**src/rtl/pc_sequencer.sv**
```systemverilog
// Program-counter sequencer: owns the PC, run state, branch-target table and
// the saturating run-cycle counter for the 9-bit core.
module pc_sequencer #(
  parameter int PC_W  = 10,
  parameter int IDX_W = 4,
  parameter int CNT_W = 16
) (
  input  logic             Clk,
  input  logic             Reset_n,
  input  logic             Start,
  input  logic             Halt,
  input  logic             StallReq,
  input  logic             BranchEn,
  input  logic [IDX_W-1:0] BranchIdx,
  input  logic             BranchRel,
  input  logic             CfgWe,
  input  logic [IDX_W-1:0] CfgAddr,
  input  logic [PC_W-1:0]  CfgData,
  output logic [PC_W-1:0]  PC,
  output logic             Busy,
  output logic             Done,
  output logic             Fault,
  output logic             CfgErr,
  output logic [CNT_W-1:0] CycleCnt
);

  localparam int NENT = 2**IDX_W;

  localparam logic [1:0] ST_IDLE   = 2'd0;
  localparam logic [1:0] ST_RUN    = 2'd1;
  localparam logic [1:0] ST_HALTED = 2'd2;
  localparam logic [1:0] ST_FAULT  = 2'd3;

  logic [1:0]       state_q, state_nxt;
  logic [PC_W-1:0]  pc_q, pc_nxt;
  logic [CNT_W-1:0] cnt_q;
  logic [PC_W-1:0]  tbl_data [NENT];
  logic [NENT-1:0]  tbl_vld;
  logic             busy_q, done_q, fault_q, cfgerr_q;

  logic [PC_W-1:0]  entry;
  logic             entry_vld;

  function automatic logic [CNT_W-1:0] sat_inc(input logic [CNT_W-1:0] v);
    return (&v) ? v : v + {{(CNT_W-1){1'b0}}, 1'b1};
  endfunction

  // Relative targets wrap modulo 2**PC_W; the entry is a two's-complement offset.
  function automatic logic [PC_W-1:0] rel_target(input logic [PC_W-1:0] base,
                                                 input logic signed [PC_W-1:0] ofs);
    return base + $unsigned(ofs);
  endfunction

  assign entry     = tbl_data[BranchIdx];
  assign entry_vld = tbl_vld[BranchIdx];

  always_comb begin
    state_nxt = state_q;
    pc_nxt    = pc_q;
    if (state_q == ST_RUN) begin
      if (StallReq) begin
        pc_nxt = pc_q;
      end else if (Halt) begin
        state_nxt = ST_HALTED;
      end else if (BranchEn && !entry_vld) begin
        state_nxt = ST_FAULT;
      end else if (BranchEn) begin
        pc_nxt = BranchRel ? rel_target(pc_q, $signed(entry)) : entry;
      end else begin
        pc_nxt = pc_q + {{(PC_W-1){1'b0}}, 1'b1};
      end
    end else if (Start) begin
      state_nxt = ST_RUN;
      pc_nxt    = '0;
    end
  end

  always_ff @(posedge Clk or negedge Reset_n) begin
    if (!Reset_n) begin
      state_q  <= ST_IDLE;
      pc_q     <= '0;
      cnt_q    <= '0;
      busy_q   <= 1'b0;
      done_q   <= 1'b0;
      fault_q  <= 1'b0;
      cfgerr_q <= 1'b0;
    end else begin
      state_q  <= state_nxt;
      pc_q     <= pc_nxt;
      busy_q   <= (state_nxt == ST_RUN);
      done_q   <= (state_nxt == ST_HALTED);
      fault_q  <= (state_nxt == ST_FAULT);
      cfgerr_q <= CfgWe && (state_q == ST_RUN);
      if (state_q == ST_RUN)
        cnt_q <= sat_inc(cnt_q);
      else if (Start)
        cnt_q <= '0;
    end
  end

  // Table writes are accepted only while not running.
  always_ff @(posedge Clk or negedge Reset_n) begin
    if (!Reset_n) begin
      tbl_vld <= '0;
      for (int i = 0; i < NENT; i++) tbl_data[i] <= '0;
    end else if (CfgWe && (state_q != ST_RUN)) begin
      tbl_data[CfgAddr] <= CfgData;
      tbl_vld[CfgAddr]  <= 1'b1;
    end
  end

  assign PC       = pc_q;
  assign Busy     = busy_q;
  assign Done     = done_q;
  assign Fault    = fault_q;
  assign CfgErr   = cfgerr_q;
  assign CycleCnt = cnt_q;

endmodule
```
**config.mk**
```make
export PLATFORM = sky130hd
export DESIGN_NAME = pc_sequencer
export DESIGN_NICKNAME = d
export VERILOG_FILES = /design/src/rtl/pc_sequencer.sv
export SDC_FILE = /design/constraint.sdc
export NUM_CORES = 1
export LEC_CHECK = 0
export BUFFER_PORTS_ARGS = -buffer_cell sky130_fd_sc_hd__buf_2
export CORE_UTILIZATION = 61
export CTS_BUF_LIST = sky130_fd_sc_hd__clkbuf_4 sky130_fd_sc_hd__clkbuf_8 sky130_fd_sc_hd__clkbuf_16
export DETAILED_ROUTE_END_ITERATION = 12
export PLACE_DENSITY = 0.76
export SLEW_MARGIN = 20
export SYNTH_ARGS = -nofsm -noshare
export SYNTH_HDL_FRONTEND = slang
export SYNTH_SLANG_ARGS = --single-unit
export TNS_END_PERCENT = 100
```
**constraint.sdc**
```tcl
create_clock -name Clk -period 4.02 [get_ports Clk]
set_input_delay 0.201 -clock Clk [delete_from_list [all_inputs] [get_ports Clk]]
set_output_delay 0.201 -clock Clk [all_outputs]
set_load 0.05 [all_outputs]
```
# Word-level counts from Yosys, hierarchy flattened
# Cells that the tools add are included.
# word_totals
reg_bits	208
inputBits	26
out_inout_bits	30
word_cells	80
# classes
add_sub_neg	3
magnitude_cmp	6
n_eq_ne	9
muxes	25
n_bitwise	3
reduce_logical	10
# ops
cell	count
bitwise mux 160 bit	1
two-way mux 10 bit	10
two-way mux 16 bit	3
binary-select mux 10 bit (select 4 bit)	1
demux 10 bit (select 4 bit)	1
adder 16 x 1 -> 16 bit (second input constant)	1
bitwise OR 16 bit	1
AND reduction 16 bit	1
adder 10 x 1 -> 10 bit (second input constant)	1
adder 10 bit	1
greater-or-equal comparator 5 bit (second input constant)	2
less-than comparator 4 x 5 -> 1 bit (second input constant)	2
two-way mux 2 bit	5
NOT 4 -> 5 bit	2
!= test 2 bit (second input constant)	4
logical AND 1 bit	5
less-than comparator 5 x 1 -> 1 bit (second input constant)	1
binary-select mux 1 bit (select 4 bit)	1
demux 1 bit (select 4 bit)	1
equality test 2 x 1 -> 1 bit (second input constant)	2
equality test 2 bit (second input constant)	2
greater-or-equal comparator 4 x 1 -> 1 bit (second input constant)	1
AND reduction 4 bit	1
two-way mux 1 bit	2
4 further kinds	4

# Depth between registers and ports, before layout
# logic_depth
depth_word	11
depth_mapped	15
mapped_depth_nobuf	12

# Worst setup path before layout
# No wires, ideal clock.
# synth_timing
path_type	input-to-reg
start	input BranchIdx[0]
end	register pc_q[6], in the netlist PC[6]
setup_time_ns	0.127
arrival_time_ns	3.082
required_time_ns	3.893
path_slack_ns	0.810
cell_stages	15
n_path_buf	3
path_cell_list	buf_6 buf_6 buf_6 mux4_2 mux4_2 ha_1 inv_1 fa_1 nand2b_1 a21oi_1 o21ai_0 mux2i_1 nand4_1 a31oi_1 o22ai_1
# synth_between
elab_chain_cells	11
elab_cells_between_ends	17
classes_between	1 x add/sub; 1 x eq/ne; 11 x mux; 1 x bitwise; 3 x reduce/logical
# synth_lines
element	line	rtl
start: declaration	14	input logic [IDX_W-1:0] BranchIdx,
NOT 4 -> 5 bit (implied by the code)	54	assign entry = tbl_data[BranchIdx];
binary-select mux 10 bit (select 4 bit)	54	
two-way mux 10 bit (implied by the code) (2 in a row)	54	
adder 10 bit	51	return base + $unsigned(ofs);
two-way mux 10 bit	68	pc_nxt = BranchRel ? rel_target(pc_q, $signed(entry)) : entry;
two-way mux 10 bit	67	end else if (BranchEn) begin
two-way mux 10 bit	65	end else if (BranchEn && !entry_vld) begin
two-way mux 10 bit	63	end else if (Halt) begin
two-way mux 10 bit	61	if (StallReq) begin
two-way mux 10 bit	60	if (state_q == ST_RUN) begin
end signal: assignment	89	pc_q <= pc_nxt;
end: declaration	35	logic [PC_W-1:0] pc_q, pc_nxt;
# Parallel ways exist; a longest one is shown, timed or not. The select of a mux whose other input is x is not followed.
# A chain may end at the register's enable or synchronous reset.

# Worst setup path after layout
# layout_timing
start	register tbl_data[0] (netlist name)
end	register pc_q[6], in the netlist PC[6]
# layout_between
elab_chain_cells	10
# layout_lines
element	line	rtl
start: declaration	37	logic [PC_W-1:0] tbl_data [NENT];
start signal: indexed assignment	107	tbl_data[CfgAddr] <= CfgData;
binary-select mux 10 bit (select 4 bit)	54	
two-way mux 10 bit (implied by the code) (2 in a row)	54	
adder 10 bit	51	
two-way mux 10 bit	68	
two-way mux 10 bit	67	
two-way mux 10 bit	65	
two-way mux 10 bit	63	
two-way mux 10 bit	61	
two-way mux 10 bit	60	
# Every way passes these cells. The select of a mux whose other input is x is not followed.

==> run metrics <==
final setup violation count 0; flop2flop setup slack 800 ps; cts-stage hold buffer count 2; most used cell along the critical path mux4_2; filler instances 1074; Post-synth top flop dfrtp_1; worst endpoint required time 4400 ps; post-synth net total 770; final HPWL from detailed placement 14700 µm; worst clock skew on the final layout 14.6 ps; weighted congestion at the end of routability-driven global placement 0.870; share of the cycle needed by the critical path after routing 80.0%; count of pins on the block boundary 56; reported leakage power 5.08 nW; number of global-route vias before repair 6668; total routing resource utilization after global routing 29.7%; Max Slew Vio Count 0; Setup TNS 0 ps; clock slew at the register clock pins of the worst setup and hold paths 60 ps; global-route wire length before repair 37000 µm; Max-Cap Viols 0; worst setup path class flop to flop; ordered list of cells on the worst path mux4_2 > mux4_2 > ha_1 > inv_1 > fa_1 > nand2b_1 > a21oi_1 > o21ai_0 > mux2i_1 > nand4_1 > a31oi_1 > o22ai_1; post-layout net count 818; total number of vias 6378; buffer cell driving the clock tree root clkbuf_16; post-synthesis cell type count 54; number of vias per cell 6.32; Mapped Area 9990 µm²; top cells by count, synth dfrtp_1 (208), mux2_2 (160), mux4_2 (52), nand2_1 (46), nor2_1 (31); Rows 46; Mean Syn Cell Area 13.6 µm²; drt first-iter violations 381; Post-Place Cell Area 10500 µm²; Die Span X 130 µm; worst-path maximum fanout 3; EDFF count, synth 0; number of buffers between clock root and the deepest sink 3; outcome finished clean; later-pin clock latency in the skew report 500 ps; Final Instance Area 11200 µm²; Die Footprint 16900 µm²; largest net degree at the start of global routing 129; share of synthesized area occupied by flip-flops and latches 52.1%; share of flip-flops with an asynchronous set or reset after synthesis 100%; highest-delay cell along the critical path mux4_2; DRC violations left 0; final WL 23300 µm; grt total ovfl 0; warning count from the yosys run 0; met1 track demand over resource in global routing 39.4%; maximum clock rate 311 MHz; arrival time at the worst endpoint 3600 ps; dominant cell by count in the synthesized netlist dfrtp_1; register bit count reported by yosys 208; global-route layer with the greatest usage met2; total of cells resized after clock tree synthesis 0; slew of the pin with the lowest slew margin 1090 ps; Antenna Violating Nets Remaining 0; met2 capacity usage during global routing 50.5%; layout cell share with drive strength beyond 1 43.1%; TritonCTS clock tree done; Setup Buffers After CTS 0; worst voltage drop across the vdd grid 596 µV; critical path startpoint category flop; setup repair after global routing missed its margin no; TritonCTS Buffers 23; Diodes inserted 0; Hold Fails Final Rpt 0; critical path endpoint category flop; total number of clock tree sinks 208; count of buffer and inverter cells on the critical path 1; post-synth top area cell dfrtp_1; class of the tightest hold or removal check primary input to flop; first-pass iteration count of the detailed router 5; Gate Count Post-Synth 732; Worst path max stage delay 500 ps; area fraction of the dominant cell type after synthesis 52.1%; Pwr per Cell Area 604 nW/µm²; min cycle time layout 3220 ps; total of buffers placed on input and output ports 55; cell class contributing the biggest share of worst-path delay multiplexers; drt wl/cell 23.1 µm; effective utilization at floorplan 62.7%; standard cell core area 15900 µm²; global-route met3 utilization 4.31%; area growth from synthesis to layout 12.3%; min setup slack post-route 805 ps; DP Worst Slack 544 ps; height of the die 130 µm; H-Tree Level Count 1; slew margin rel. 27.4%; cell types with the largest area share after synthesis dfrtp_1 (52%), mux2_2 (18%), mux4_2 (12%), nand2_1 (1.7%), ha_1 (1.4%); antenna violations before repair 0
[power by group]
| part | internal (mW) | leakage [nW] | switching [mW] |
|---|---|---|---|
| clock | 1.19 | 0.365 | 0.800 |
| sequential | 2.71 | 2.67 | 0.368 |
| combinational | 0.905 | 2.04 | 0.811 |
[per-layer routing]
metal	vias up	wire length (µm)
met5	-	0
met4	0	703
met3	47	1160
met2	197	11800
met1	3345	9630
li1	2789	-
[registers in the layout, summed over array words and instances, names as in the netlist]
signal and flops:
tbl_data 160, CycleCnt 16, tbl_vld 16, PC 10
state_q 2, Busy 1, CfgErr 1, Done 1
Fault 1
[layout by cell type, fill, tap and decap left out, types with 12 or more instances in the layout]
cell	Yosys	routed
a21oi_1	18	18
mux4_2	52	52
nand2_1	46	46
mux2_2	160	160
inv_1	15	15
clkbuf_16	0	23
dfrtp_1	208	208
buf_2	7	54
or2_2	12	12
o21ai_0	22	22
nor2_1	31	23
[stage by stage]
stage | hold slack, ps | util, % | power, mW | std cells
after floorplan | -94.6 | - | 4.31 | 732
after global placement | 405 | 65.7 | 4.67 | 969
after detailed placement | 420 | 65.7 | 4.80 | 969
after CTS | 86.1 | 70.4 | 6.80 | 1009
after global routing | 106 | 70.4 | 7.12 | 1009
final | 96.5 | 70.4 | 6.78 | 1009
[worst paths after layout]
kind                        startpoint             to  cells after the start
max                        tbl_data[0]          PC[6]                     12
min                           StallReq          PC[8]                      4
max reg2reg                tbl_data[0]          PC[6]                     12
min reg2reg                tbl_vld[10]    tbl_vld[10]                      1
max in group asynchronous      Reset_n  tbl_data[120]                      3
min in group asynchronous      Reset_n    CycleCnt[7]                      2
[layout make-up]
type / instances / area (µm²) / area share, %
timing repair buffer: 67 / 405 / 3.61
inverter: 16 / 60.1 / 0.535
clock buffer: 35 / 697 / 6.21
sequential: 208 / 5200 / 46.4
clock inverter: 3 / 21.3 / 0.190
multi-input combinational: 464 / 4560 / 40.7
tap: 216 / 270 / 2.41
[cell families after synthesis]
| group | count (synthesis) | share of synthesized area (%) |
|---|---|---|
| buf+inv | 60 | 2.72 |
| fa+ha+maj | 12 | 1.58 |
| mux | 217 | 30.4 |
| compound gates | 80 | 5.10 |
| flops | 208 | 52.1 |
| simple gates | 140 | 6.75 |
| xor+xnor | 15 | 1.32 |
[tightest hold or removal path, cell delays in order]
cell and delay (ps):
buf_2 120, nor4_4 100, nand2_1 70, o21ai_1 50
Note: power is estimated with default switching activity, not from simulation.
